<file path="src/rtl/fw_stream_tx.sv">
// Firmware-load byte stream transmitter: frames AXI4-Stream bytes into a bank load, marks the bank, awaits ack.
// Optional FW_TX_CHECKSUM_EN adds csum_o and a two-byte checksum trailer ahead of the mark.
module fw_stream_tx #(
    parameter int unsigned MAX_LEN     = 4096,
    parameter int unsigned SETUP_CYC   = 8,
    parameter int unsigned HOLD_CYC    = 8,
    parameter int unsigned MARK_GAP    = 4,
    parameter int unsigned ACK_TIMEOUT = 1024
) (
    input  logic                      aclk_i,
    input  logic                      aclk_rst_i,
    input  logic                      run_active_i,
    input  logic                      start_i,
    input  logic                      bank_i,
    input  logic [7:0]                s_axis_tdata,
    input  logic                      s_axis_tvalid,
    output logic                      s_axis_tready,
    input  logic                      s_axis_tlast,
    output logic                      fw_loading_o,
    output logic [7:0]                fw_tdata_o,
    output logic                      fw_tvalid_o,
    output logic [1:0]                fw_mark_o,
    input  logic [1:0]                fwmon_wr_i,
    output logic                      busy_o,
    output logic                      done_o,
    output logic [2:0]                err_o,
`ifdef FW_TX_CHECKSUM_EN
    output logic [15:0]               csum_o,
`endif
    output logic [$clog2(MAX_LEN):0]  byte_cnt_o
);

    localparam int unsigned LEN_W   = $clog2(MAX_LEN) + 1;
    localparam int unsigned TMR_MAX = (ACK_TIMEOUT > SETUP_CYC)
                                      ? ((ACK_TIMEOUT > HOLD_CYC) ? ACK_TIMEOUT : HOLD_CYC)
                                      : ((SETUP_CYC > HOLD_CYC) ? SETUP_CYC : HOLD_CYC);
    localparam int unsigned TMR_W   = $clog2(TMR_MAX + 1);
    localparam int unsigned GAP_W   = $clog2(MARK_GAP + 1);

    typedef enum logic [2:0] {
        S_IDLE, S_SETUP, S_STREAM, S_MARK, S_ACK, S_HOLD
    } state_t;

    state_t             r_state;
    state_t             w_state_nxt;
    logic [TMR_W-1:0]   r_tmr;
    logic [GAP_W-1:0]   r_gap;
    logic               r_bank;
    logic               w_fire_mark;
    logic               w_accept;
    logic               w_room;
    logic               w_gap_ok;
    logic               w_start_ok;
    logic               w_ack;
    logic               w_trl_done;

`ifdef FW_TX_CHECKSUM_EN
    logic [1:0]         r_trl;
    assign w_trl_done = (r_trl == 2'd2);
`else
    assign w_trl_done = 1'b1;
`endif

    assign w_accept   = (r_state == S_STREAM) && s_axis_tvalid && s_axis_tready;
    assign w_room     = (byte_cnt_o < LEN_W'(MAX_LEN));
    assign w_gap_ok   = (r_gap >= GAP_W'(MARK_GAP));
    assign w_start_ok = (r_state == S_IDLE) && start_i && !run_active_i;
    assign w_ack      = fwmon_wr_i[r_bank];

    // State register
    always_ff @(posedge aclk_i or posedge aclk_rst_i) begin
        if (aclk_rst_i) r_state <= S_IDLE;
        else            r_state <= w_state_nxt;
    end

    // Next-state logic; the mark fires on the MARK->ACK transition
    always_comb begin
        w_state_nxt = r_state;
        w_fire_mark = 1'b0;
        case (r_state)
            S_IDLE:   if (w_start_ok) w_state_nxt = S_SETUP;
            S_SETUP:  if (r_tmr == TMR_W'(SETUP_CYC - 1)) w_state_nxt = S_STREAM;
            S_STREAM: if (w_accept && s_axis_tlast) w_state_nxt = S_MARK;
            S_MARK: begin
                if (w_trl_done && w_gap_ok) begin
                    w_fire_mark = 1'b1;
                    w_state_nxt = S_ACK;
                end
            end
            S_ACK:    if (w_ack || (r_tmr == TMR_W'(ACK_TIMEOUT - 1))) w_state_nxt = S_HOLD;
            S_HOLD:   if (r_tmr == TMR_W'(HOLD_CYC - 1)) w_state_nxt = S_IDLE;
            default:  w_state_nxt = S_IDLE;
        endcase
    end

    // Registered outputs and datapath
    always_ff @(posedge aclk_i or posedge aclk_rst_i) begin
        if (aclk_rst_i) begin
            r_tmr         <= '0;
            r_gap         <= GAP_W'(MARK_GAP);
            r_bank        <= 1'b0;
            s_axis_tready <= 1'b0;
            fw_loading_o  <= 1'b0;
            fw_tdata_o    <= 8'h00;
            fw_tvalid_o   <= 1'b0;
            fw_mark_o     <= 2'b00;
            busy_o        <= 1'b0;
            done_o        <= 1'b0;
            err_o         <= 3'b000;
            byte_cnt_o    <= '0;
`ifdef FW_TX_CHECKSUM_EN
            csum_o        <= 16'h0000;
            r_trl         <= 2'd0;
`endif
        end else begin
            r_tmr         <= (w_state_nxt != r_state) ? '0 : r_tmr + TMR_W'(1);
            s_axis_tready <= (w_state_nxt == S_STREAM);
            fw_loading_o  <= (w_state_nxt != S_IDLE);
            busy_o        <= (w_state_nxt != S_IDLE);
            done_o        <= (r_state == S_HOLD) && (w_state_nxt == S_IDLE);
            fw_mark_o     <= w_fire_mark ? {r_bank, ~r_bank} : 2'b00;
            fw_tvalid_o   <= 1'b0;

            if (w_fire_mark)   r_gap <= '0;
            else if (!w_gap_ok) r_gap <= r_gap + GAP_W'(1);

            if (w_start_ok) begin
                r_bank     <= bank_i;
                err_o      <= 3'b000;
                byte_cnt_o <= '0;
`ifdef FW_TX_CHECKSUM_EN
                csum_o     <= 16'h0000;
                r_trl      <= 2'd0;
`endif
            end else if ((r_state == S_IDLE) && start_i) begin
                err_o[0] <= 1'b1;
            end

            // Bytes beyond MAX_LEN are drained but not forwarded
            if (w_accept) begin
                if (w_room) begin
                    fw_tdata_o  <= s_axis_tdata;
                    fw_tvalid_o <= 1'b1;
                    byte_cnt_o  <= byte_cnt_o + LEN_W'(1);
`ifdef FW_TX_CHECKSUM_EN
                    csum_o      <= csum_o + 16'(s_axis_tdata);
`endif
                end else begin
                    err_o[1] <= 1'b1;
                end
            end

`ifdef FW_TX_CHECKSUM_EN
            if ((r_state == S_MARK) && !w_trl_done) begin
                fw_tvalid_o <= 1'b1;
                fw_tdata_o  <= r_trl[0] ? csum_o[15:8] : csum_o[7:0];
                r_trl       <= r_trl + 2'd1;
            end
`endif

            if ((r_state == S_ACK) && (w_state_nxt == S_HOLD) && !w_ack)
                err_o[2] <= 1'b1;
        end
    end

endmodule

</file>
<file path="config.mk">
export PLATFORM = sky130hd
export DESIGN_NAME = fw_stream_tx
export DESIGN_NICKNAME = d
export VERILOG_FILES = /design/src/rtl/fw_stream_tx.sv
export SDC_FILE = /design/constraint.sdc
export NUM_CORES = 1
export LEC_CHECK = 0
export CAP_MARGIN = 20
export CORE_MARGIN = 4
export CORE_UTILIZATION = 30
export CTS_CLUSTER_SIZE = 14
export DETAILED_ROUTE_END_ITERATION = 8
export MAX_ROUTING_LAYER = met4
export SYNTH_ARGS = -nofsm -noshare
export SYNTH_HDL_FRONTEND = slang
export SYNTH_SLANG_ARGS = --single-unit
</file>
<file path="constraint.sdc">
create_clock -name aclk_i -period 1.9 [get_ports aclk_i]
set_input_delay 0.285 -clock aclk_i [delete_from_list [all_inputs] [get_ports aclk_i]]
set_output_delay 0.285 -clock aclk_i [all_outputs]
set_load 0.02 [all_outputs]
</file>
==> results of run 1 <==
[cells in the final DEF (no fill, tap or decap), types with 3 or more instances in the layout]
master	Yosys	layout
and4_1	3	3
buf_4	1	18
clkbuf_8	0	6
clkdlybuf4s50_1	0	47
dfrtp_1	47	47
ha_1	4	4
inv_1	10	9
mux2i_1	3	3
nand2_1	45	45
nand3_1	10	10
nand4_1	6	6
nor2_1	15	15
nor4_1	4	4
o211ai_1	4	4
o21a_1	3	3
o311ai_0	3	3
o31ai_1	3	3
o41ai_1	4	4
xnor2_1	4	4
xor2_1	6	6
[stage by stage]
stage	worst slack (ps)	hold slack, ps
5_1_grt	23.43	319.3
2_1_floorplan	122.5	390.4
6_report	90.51	297.9
3_5_place_dp	-229.0	465.5
4_1_cts	92.76	308.8
3_3_place_gp	-170.0	464.8
[routing by layer]
metal,vias to the layer above,global-route usage (%),share of wire (%)
met5,-,-,0
met4,0,3.966,1.2
met3,5,3.426,5.5
met2,38,19.33,47
met1,840,15.20,46
li1,896,-,-
[final timing paths]
kind	start	endpoint	slack, ps	depth (start not counted)
worst min register to register	fw_tdata_o[4]$_DFFE_PP0P_	fw_tdata_o[4]$_DFFE_PP0P_	480	2
worst max register to register	r_state[0]$_DFF_PP0_	byte_cnt_o[8]$_DFF_PP0_	120	5
max in group asynchronous	aclk_rst_i	byte_cnt_o[5]$_DFF_PP0_	1080	3
worst min-delay path	aclk_rst_i	r_tmr[9]$_DFF_PP0_	300	2
worst max-delay path	run_active_i	byte_cnt_o[8]$_DFF_PP0_	90	6
min in group aclk_i	fw_tdata_o[4]$_DFFE_PP0P_	fw_tdata_o[4]$_DFFE_PP0P_	480	2
[worst reg2reg max path, stage by stage (launching register included)]
cell      delay, ps
dfrtp_1         410
or4b_4          520
or2_1           310
buf_12          180
o311ai_0        110
o41ai_1         130
[report_power, final]
| part | switching [mW] | total (mW) | internal (mW) |
|---|---|---|---|
| logic | 0.579 | 1.17 | 0.595 |
| registers | 0.189 | 1.42 | 1.23 |
| clock network | 0.329 | 0.627 | 0.298 |
| total | 1.10 | 3.22 | 2.13 |
[state kept, by name, summed over array words and instances (netlist names)]
register       cells
busy_o             1
byte_cnt_o        13
done_o             1
err_o              3
fw_mark_o          2
fw_tdata_o         8
fw_tvalid_o        1
r_bank             1
r_gap              3
r_state            3
r_tmr             11
s_axis_tready      1
[layout make-up]
class / count / area [sq um]
fillers: 752 / 4225
flip-flops and latches: 48 / 1202
multi-input cells: 150 / 928.4
repair buffers: 67 / 645.6
well taps: 99 / 123.9
clock buffers: 8 / 90.09
inverters: 10 / 37.54
[logic make-up after synthesis]
group | after synthesis | synth area share, %
simple gates | 101 | 22.25
flops | 48 | 53.60
buf+inv | 21 | 5.019
compound gates | 29 | 9.984
mux | 6 | 3.011
fa+ha+maj | 4 | 2.231
xor+xnor | 10 | 3.904
==> results.py, run 1 <==
metrics = {
    "run_status": {
        "status": "completed",
    },
    "critical_path": {
        "critPathCaptureType": "register",
        "cp.required_ps": 2070,
        "cp_max_fo": 15,
        "crit_buf_inv": 2,
        "slowest_delay_ps": 540,
        "cpMaxStageDelayCell": "or4b_4",
        "worstSetupStartpointType": "primary input",
        "cp.arrival_ps": 1980,
        "worstPathCellList": "clkdlybuf4s50_1, or4b_4, or2_1, buf_12, o311ai_0, o41ai_1",
        "worstSetupPathType": "primary input to register",
        "critPathTopFamily": "simple AND/OR/NAND/NOR gates",
    },
    "clock_network": {
        "cts_sinks": 48,
        "cts-resized-gates": 0,
        "cts_buffers": 5,
        "cts_tree": "done",
        "htree_levels": 2,
        "holdBufCountCts": 0,
        "root_buffer": "clkbuf_8",
        "clk_pin_slew_ps": 80,
        "clock_path_buffers": 2,
        "clock_latency_ps": 290,
        "cts_setup_buffers": 0,
    },
    "synth": {
        "synth_edf_count": 0,
        "postSynthCellCount": 219,
        "synth_seq_cells": 48,
        "synth_area_leaders": "dfrtp_1, nand2_1, nor2_1",
        "syn-num-nets": 240,
        "syn_area_sq_um": 2243,
        "ys_async_sr_fraction_pct": 100.0,
        "synth_warnings": 0,
        "synth_commonest_cells": "dfrtp_1, nand2_1, nor2_1",
        "ys.flop_type": "dfrtp_1",
        "synth_top_area_share_pct": 52.43,
        "ys_types": 49,
        "yosysMostFrequentCell": "dfrtp_1",
        "synth_area_per_cell_sq_um": 10.24,
        "ys_seq_area_share_pct": 53.60,
        "synth_area_leader_cell": "dfrtp_1",
    },
    "worst_hold_path": {
        "hp-class": "primary input to asynchronous set/reset pin",
    },
    "sta": {
        "slew_headroom_pct": 68.17,
        "clock-skew-final_ps": 3.270,
        "worst_slew_pin_slew_ps": 473.1,
        "setup_violations": 0,
        "fmax_ghz": 0.5526,
        "hold_violations": 0,
        "timing.setup.tns_ps": 0,
        "final_max_slew_viol_count": 0,
        "rsz0062_at_grt": "false",
        "fin_crit_sh_pct": 95.24,
        "fin_crit_ps": 1809,
    },
    "placed_design": {
        "gp_congestion": 0.7802,
        "place_area_sq_um": 2938,
        "port_buffers": 47,
        "placed_cells": 374,
        "dp_hpwl_um": 3655,
    },
    "global_routing": {
        "grt_max_degree": 20,
        "overflow": 0,
        "antenna_found_initial": 0,
        "grt_pass1_vias": 1781,
        "grt_pass1_wl_um": 8404,
        "grt.total_usage_pct": 12.23,
    },
    "route": {
        "vias": 1779,
        "avgViaCountPerCell": 4.657,
        "drt_iter0_drc": 77,
        "detail_route.wl_per_cell_um": 12.90,
        "wirelength_um": 4927,
        "drc": 0,
        "dr.pass1.iters": 4,
        "antenna_left": 0,
    },
    "floorplanning": {
        "die_w_um": 94.48,
        "design.die.area_sq_um": 8926,
        "rows": 31,
        "start_util_pct": 30.93,
        "dieHeight_um": 94.48,
        "io_pins": 48,
        "core_area_sq_um": 7253,
    },
    "pwr": {
        "peakVddDrop_v": 0.0003426,
        "power.leakage_nw": 1.346,
        "p_per_area_nw_per_um2": 1065,
        "power.total_mw": 3.224,
    },
    "finish": {
        "antenna_cells": 0,
        "fin_nets": 303,
        "fin_area_sq_um": 3028,
        "area_growth_pct": 34.97,
        "stdcell_count": 382,
        "fin_util_pct": 41.75,
        "drive_gt1_share_pct": 12.37,
    },
    "run": {
        "drv_cap": 0,
    },
}
Power figures use the tool's default switching activity.
==> run 2: changes to the inputs <==
==> constraint.sdc (replaced) <==
create_clock -name aclk_i -period 1.7 [get_ports aclk_i]
set_input_delay 0.255 -clock aclk_i [delete_from_list [all_inputs] [get_ports aclk_i]]
set_output_delay 0.255 -clock aclk_i [all_outputs]
set_load 0.02 [all_outputs]
==> run 2 against run 1 <==
Compared with the run above:
- the run now ends with setup timing left
- first-iteration DRC count is 17% lower
- sequential share of layout area is 2.1 points lower
- flip-flop and latch count stayed put
- setup slack worse by 150 ps
- critical path type is now register to register
- largest cell class unchanged
- highest routed layer unchanged
==> results.py, run 2 (synthesis gave the netlist of run 1 again) <==
metrics = {
    "pwr": {
        "p_comb_share_pct": 37.8,
        "p_switching_mw": 1.243,
        "power_frac_clock_pct": 18.8,
        "swShare_pct": 33.86,
        "power.leakage_nw": 1.453,
        "internal-power_mw": 2.429,
        "peakVddDrop_v": 0.0004585,
        "seqPwrFrac_pct": 43.4,
        "p_per_area_nw_per_um2": 1145,
    },
    "route": {
        "antenna_left": 0,
        "drt_iter0_drc": 64,
        "wirelength_um": 4939,
        "drc": 0,
        "dr.pass1.iters": 4,
        "detail_route.wl_per_cell_um": 12.63,
        "vias": 1827,
        "avgViaCountPerCell": 4.673,
    },
    "sta": {
        "fmax_ghz": 0.5688,
        "rsz0062_at_grt": "true",
        "setup_ws_ps": -58.10,
        "slew_headroom_pct": 74.96,
        "fin_crit_sh_pct": 103.4,
        "hold_violations": 0,
        "final_max_slew_viol_count": 0,
        "worst_slew_pin_slew_ps": 372.2,
        "fin_crit_ps": 1758,
        "clock-skew-final_ps": 4.056,
        "setup_violations": 5,
    },
    "clock_network": {
        "holdBufCountCts": 0,
        "htree_levels": 2,
        "clock_path_buffers": 2,
        "clk_pin_slew_ps": 80,
        "cts_buffers": 5,
        "cts_sinks": 48,
        "clock_latency_ps": 290,
        "root_buffer": "clkbuf_8",
        "cts_tree": "done",
    },
    "global_routing": {
        "antenna_found_initial": 0,
        "grt_max_degree": 26,
        "grt_pass1_vias": 1689,
        "overflow": 0,
        "grt_pass1_wl_um": 7907,
        "grt.total_usage_pct": 11.34,
    },
    "finish": {
        "largest_register": "byte_cnt_o",
        "num-fill-cells": 722,
        "stdcell_count": 391,
        "layout_common_cells": "clkdlybuf4s50_1, nand2_1, dfrtp_1",
        "antenna_cells": 0,
        "drive_gt1_share_pct": 20.89,
        "largest_reg_flops": 13,
        "area_growth_pct": 42.89,
        "fin_nets": 312,
        "reg.largest.list": "byte_cnt_o x13, r_tmr x11, fw_tdata_o x8",
        "final_common_cell": "clkdlybuf4s50_1",
        "fin_area_sq_um": 3206,
    },
    "floorplanning": {
        "core_area_sq_um": 7253,
        "rows": 31,
        "design.die.area_sq_um": 8926,
        "io_pins": 48,
        "start_util_pct": 30.93,
        "dieHeight_um": 94.48,
        "die_w_um": 94.48,
    },
    "run": {
        "drv_cap": 0,
    },
    "run_status": {
        "status": "finished with violations",
        "violations": "setup timing",
    },
    "critical_path": {
        "cp.required_ps": 1880,
        "cp_max_fo": 4,
        "cp.arrival_ps": 1940,
        "worstSetupPathType": "register to register",
        "r2r_start": "r_state[0]$_DFF_PP0_",
        "critPathCaptureType": "register",
        "worstSetupStartpointType": "register",
        "worstSetupStartpoint": "r_state[0]$_DFF_PP0_",
    },
    "worst_hold_path": {
        "hp-class": "primary input to asynchronous set/reset pin",
    },
    "placed_design": {
        "place_area_sq_um": 2987,
        "gp_congestion": 0.8002,
        "port_buffers": 47,
        "placed_cells": 380,
        "dp_hpwl_um": 3610,
    },
}
[run 2: cell count changes in the layout (fill, tap and decap cells not counted), sizes merged]
cell | previous run | this run
clkinv | 0 | 2
clkbuf | 8 | 6
clkdlybuf4s50 | 47 | 46
buf | 20 | 29
dlymetal6s2s | 0 | 1
[run 2: path summary, 6_finish.rpt]
check	end	slack [ps]	cells after the start
min reg2reg	fw_tdata_o[1]$_DFFE_PP0P_	480	2
max	r_bank$_DFFE_PP0P_	-60	4
min in group aclk_i	fw_tdata_o[1]$_DFFE_PP0P_	480	2
max reg2reg	r_bank$_DFFE_PP0P_	-60	4
min	r_tmr[4]$_DFF_PP0_	250	2
max in group asynchronous	byte_cnt_o[2]$_DFF_PP0_	1000	3
[run 2: layout make-up]
type	instances	area, sq um	area share [%]
well taps	99	123.9	3.864
flip-flops and latches	48	1206	37.63
repair buffers	76	730.7	22.79
multi-input cells	150	1015	31.65
clock buffers	6	82.58	2.576
inverters	10	37.54	1.171
clock inverters	2	10.01	0.3123
[run 2: metrics by stage]
step / hold WS, ps / setup TNS (ps) / util [%] / total power, mW / setup WS, ps
after floorplan: 360.4 / -393.8 / - / 2.393 / -77.51
after global placement: 458.2 / -9109 / 41.18 / 2.936 / -330.8
after detailed placement: 462.4 / -9546 / 41.18 / 2.952 / -358.2
after CTS: 255.6 / -65.06 / 42.57 / 3.685 / -18.42
after global routing: 276.0 / -848.3 / 44.20 / 3.933 / -89.26
final: 246.6 / -136.6 / 44.20 / 3.672 / -58.10
[run 2: critical path, cell delays in order (launching register included)]
cell and delay (ps):
dfrtp_1 410, or4b_4 550, or2_4 290, buf_6 120, mux2_4 280
[run 2: metal layers]
layer | vias to the layer above | part of all wire, % | track usage, %
li1 | 907 | - | -
met1 | 876 | 47 | 14.71
met2 | 41 | 48 | 17.79
met3 | 3 | 4.6 | 2.869
met4 | 0 | 0.67 | 2.885
met5 | - | 0 | -
[run 2: power groups by stage]
stage	registers, mW	clock network, mW	logic, mW
finish	1.59	0.690	1.39
global route	1.63	0.782	1.52
CTS	1.59	0.732	1.36
detailed placement	1.61	0	1.34
global placement	1.61	0	1.33
floorplan	1.68	0	0.714
[run 2: timing repair]
action / in CTS / in global routing
resized for setup: 2 / 19
pin swaps: 0 / 5
setup endpoints to repair: 15 / 34
setup buffers: 0 / 3
==> run 3: changes to the inputs <==
--- a/config.mk
+++ b/config.mk
@@ -7,10 +7,11 @@
 export LEC_CHECK = 0
 export CAP_MARGIN = 20
 export CORE_MARGIN = 4
-export CORE_UTILIZATION = 30
+export CORE_UTILIZATION = 40
 export CTS_CLUSTER_SIZE = 14
 export DETAILED_ROUTE_END_ITERATION = 8
 export MAX_ROUTING_LAYER = met4
+export PLACE_DENSITY = 0.65
 export SYNTH_ARGS = -nofsm -noshare
 export SYNTH_HDL_FRONTEND = slang
 export SYNTH_SLANG_ARGS = --single-unit
==> constraint.sdc (replaced) <==
create_clock -name aclk_i -period 1.8 [get_ports aclk_i]
set_input_delay 0.27 -clock aclk_i [delete_from_list [all_inputs] [get_ports aclk_i]]
set_output_delay 0.27 -clock aclk_i [all_outputs]
set_load 0.02 [all_outputs]
==> run 3 against run 2 <==
Compared with the run above:
- the run now ends clean
- clock-buffer cell count grew 2
- worst hold slack gained 38 ps
- cell count shrank 8.2%
- largest cell class unchanged
- clock skew grew 8.9 ps
==> results.py, run 3 (synthesis gave the netlist of run 1 again) <==
metrics = {
    "pwr": {
        "internal-power_mw": 2.247,
        "p_switching_mw": 1.145,
        "power.total_mw": 3.392,
        "p_per_area_nw_per_um2": 1117,
        "swShare_pct": 33.76,
        "peakVddDrop_v": 0.0006083,
        "power_frac_clock_pct": 18.0,
        "seqPwrFrac_pct": 44.4,
        "p_comb_share_pct": 37.7,
        "power.leakage_nw": 1.365,
    },
    "run": {
        "drv_cap": 0,
    },
    "finish": {
        "drive_gt1_share_pct": 14.63,
        "antenna_cells": 0,
        "fin_util_pct": 55.49,
        "largest_register": "byte_cnt_o",
        "layout_common_cells": "dfrtp_1, clkdlybuf4s50_1, nand2_1",
        "fin_nets": 307,
        "fin_area_sq_um": 3037,
        "largest_reg_flops": 13,
        "reg.largest.list": "byte_cnt_o x13, r_tmr x11, fw_tdata_o x8",
        "stdcell_count": 359,
        "area_growth_pct": 35.36,
        "num-fill-cells": 496,
    },
    "sta": {
        "timing.setup.tns_ps": 0,
        "fin_crit_sh_pct": 96.12,
        "fmax_ghz": 0.5780,
        "clock-skew-final_ps": 12.92,
        "worst_slew_pin_slew_ps": 434.5,
        "hold_violations": 0,
        "fin_crit_ps": 1730,
        "rsz0062_at_grt": "false",
        "final_max_slew_viol_count": 0,
        "setup_ws_ps": 69.82,
        "setup_violations": 0,
        "slew_headroom_pct": 70.99,
        "fin_hold_ws_ps": 285.0,
    },
    "global_routing": {
        "grt_pass1_vias": 1769,
        "antenna_found_initial": 0,
        "grt_max_degree": 21,
        "grt_pass1_wl_um": 8300,
        "overflow": 0,
        "grt.total_usage_pct": 14.79,
    },
    "critical_path": {
        "cp.arrival_ps": 1900,
        "reg2reg_to": "byte_cnt_o[9]$_DFF_PP0_",
        "reg2reg_slack_ps": 70,
        "critPathCaptureType": "register",
        "r2r_start": "r_state[0]$_DFF_PP0_",
        "worstSetupStartpoint": "r_state[0]$_DFF_PP0_",
        "worstSetupPathType": "register to register",
        "worst-r2r-cell-count": 5,
        "worstSetupStartpointType": "register",
        "cp.required_ps": 1970,
        "cp_max_fo": 10,
    },
    "placed_design": {
        "port_buffers": 47,
        "placed_cells": 349,
        "place_area_sq_um": 2919,
        "pre_cts_slack_ps": -260.8,
        "dp_hpwl_um": 3555,
        "gp_congestion": 0.7900,
    },
    "route": {
        "vias": 1802,
        "wirelength_um": 4744,
        "detail_route.wl_per_cell_um": 13.21,
        "antenna_left": 0,
        "dr.pass1.iters": 4,
        "drt_iter0_drc": 77,
        "avgViaCountPerCell": 5.019,
        "drc": 0,
    },
    "clock_network": {
        "cts_tree": "done",
        "cts_buffers": 5,
        "clock_latency_ps": 300,
        "cts_sinks": 48,
        "clk_pin_slew_ps": 90,
        "clock_path_buffers": 2,
        "htree_levels": 2,
        "root_buffer": "clkbuf_8",
    },
    "floorplanning": {
        "die_w_um": 82.89,
        "io_pins": 48,
        "start_util_pct": 40.99,
        "dieHeight_um": 82.89,
        "rows": 27,
        "core_area_sq_um": 5473,
        "design.die.area_sq_um": 6871,
    },
    "worst_hold_path": {
        "hp-class": "primary input to asynchronous set/reset pin",
    },
    "run_status": {
        "status": "completed",
    },
}
-- run 3: area by class of cell --
type / count / area [sq um] / area share [%]
Sequential cell: 48 / 1202 / 39.60
Tap cell: 72 / 90.09 / 2.967
Inverter: 10 / 37.54 / 1.236
Timing Repair Buffer: 71 / 675.6 / 22.25
Clock buffer: 8 / 80.08 / 2.637
Multi-Input combinational cell: 150 / 950.9 / 31.31
-- run 3: how the worst max path moves through the flow --
| stage | end | slack, ps | depth (start not counted) |
|---|---|---|---|
| 3_5_place_dp | byte_cnt_o[9]$_DFF_PP0_ | -260 | 6 |
| 5_1_grt | byte_cnt_o[9]$_DFF_PP0_ | 3 | 5 |
| 2_1_floorplan | err_o[1]$_DFF_PP0_ | 20 | 6 |
| 4_1_cts | byte_cnt_o[9]$_DFF_PP0_ | 40 | 5 |
| 6_report | byte_cnt_o[9]$_DFF_PP0_ | 70 | 5 |
| 3_3_place_gp | byte_cnt_o[8]$_DFF_PP0_ | -230 | 6 |
-- run 3: power groups by stage --
stage,combinational (mW),clock [mW],sequential [mW]
after floorplan,0.674,0,1.59
after global placement,1.23,0,1.53
after detailed placement,1.25,0,1.54
after CTS,1.26,0.639,1.52
after global routing,1.41,0.681,1.53
final,1.28,0.609,1.50
-- run 3: timing repair --
action | in CTS | in global routing
gates resized for setup | 0 | 5
setup buffers | 0 | 2
hold buffers | 0 | 0
endpoints found under the setup margin | 0 | 27
-- run 3: routing by layer --
layer | share of wire [%] | vias up | track usage [%]
met5 | 0 | - | -
met4 | 0.65 | 0 | 3.566
met3 | 3.6 | 4 | 3.869
met2 | 48 | 36 | 23.54
met1 | 48 | 865 | 18.94
li1 | - | 897 | -
-- run 3: critical path, cell delays in order, from the launching register on --
cell,delay [ps]
dfrtp_1,420
or4b_4,530
or2_4,260
buf_4,170
o311ai_0,100
o41ai_1,130
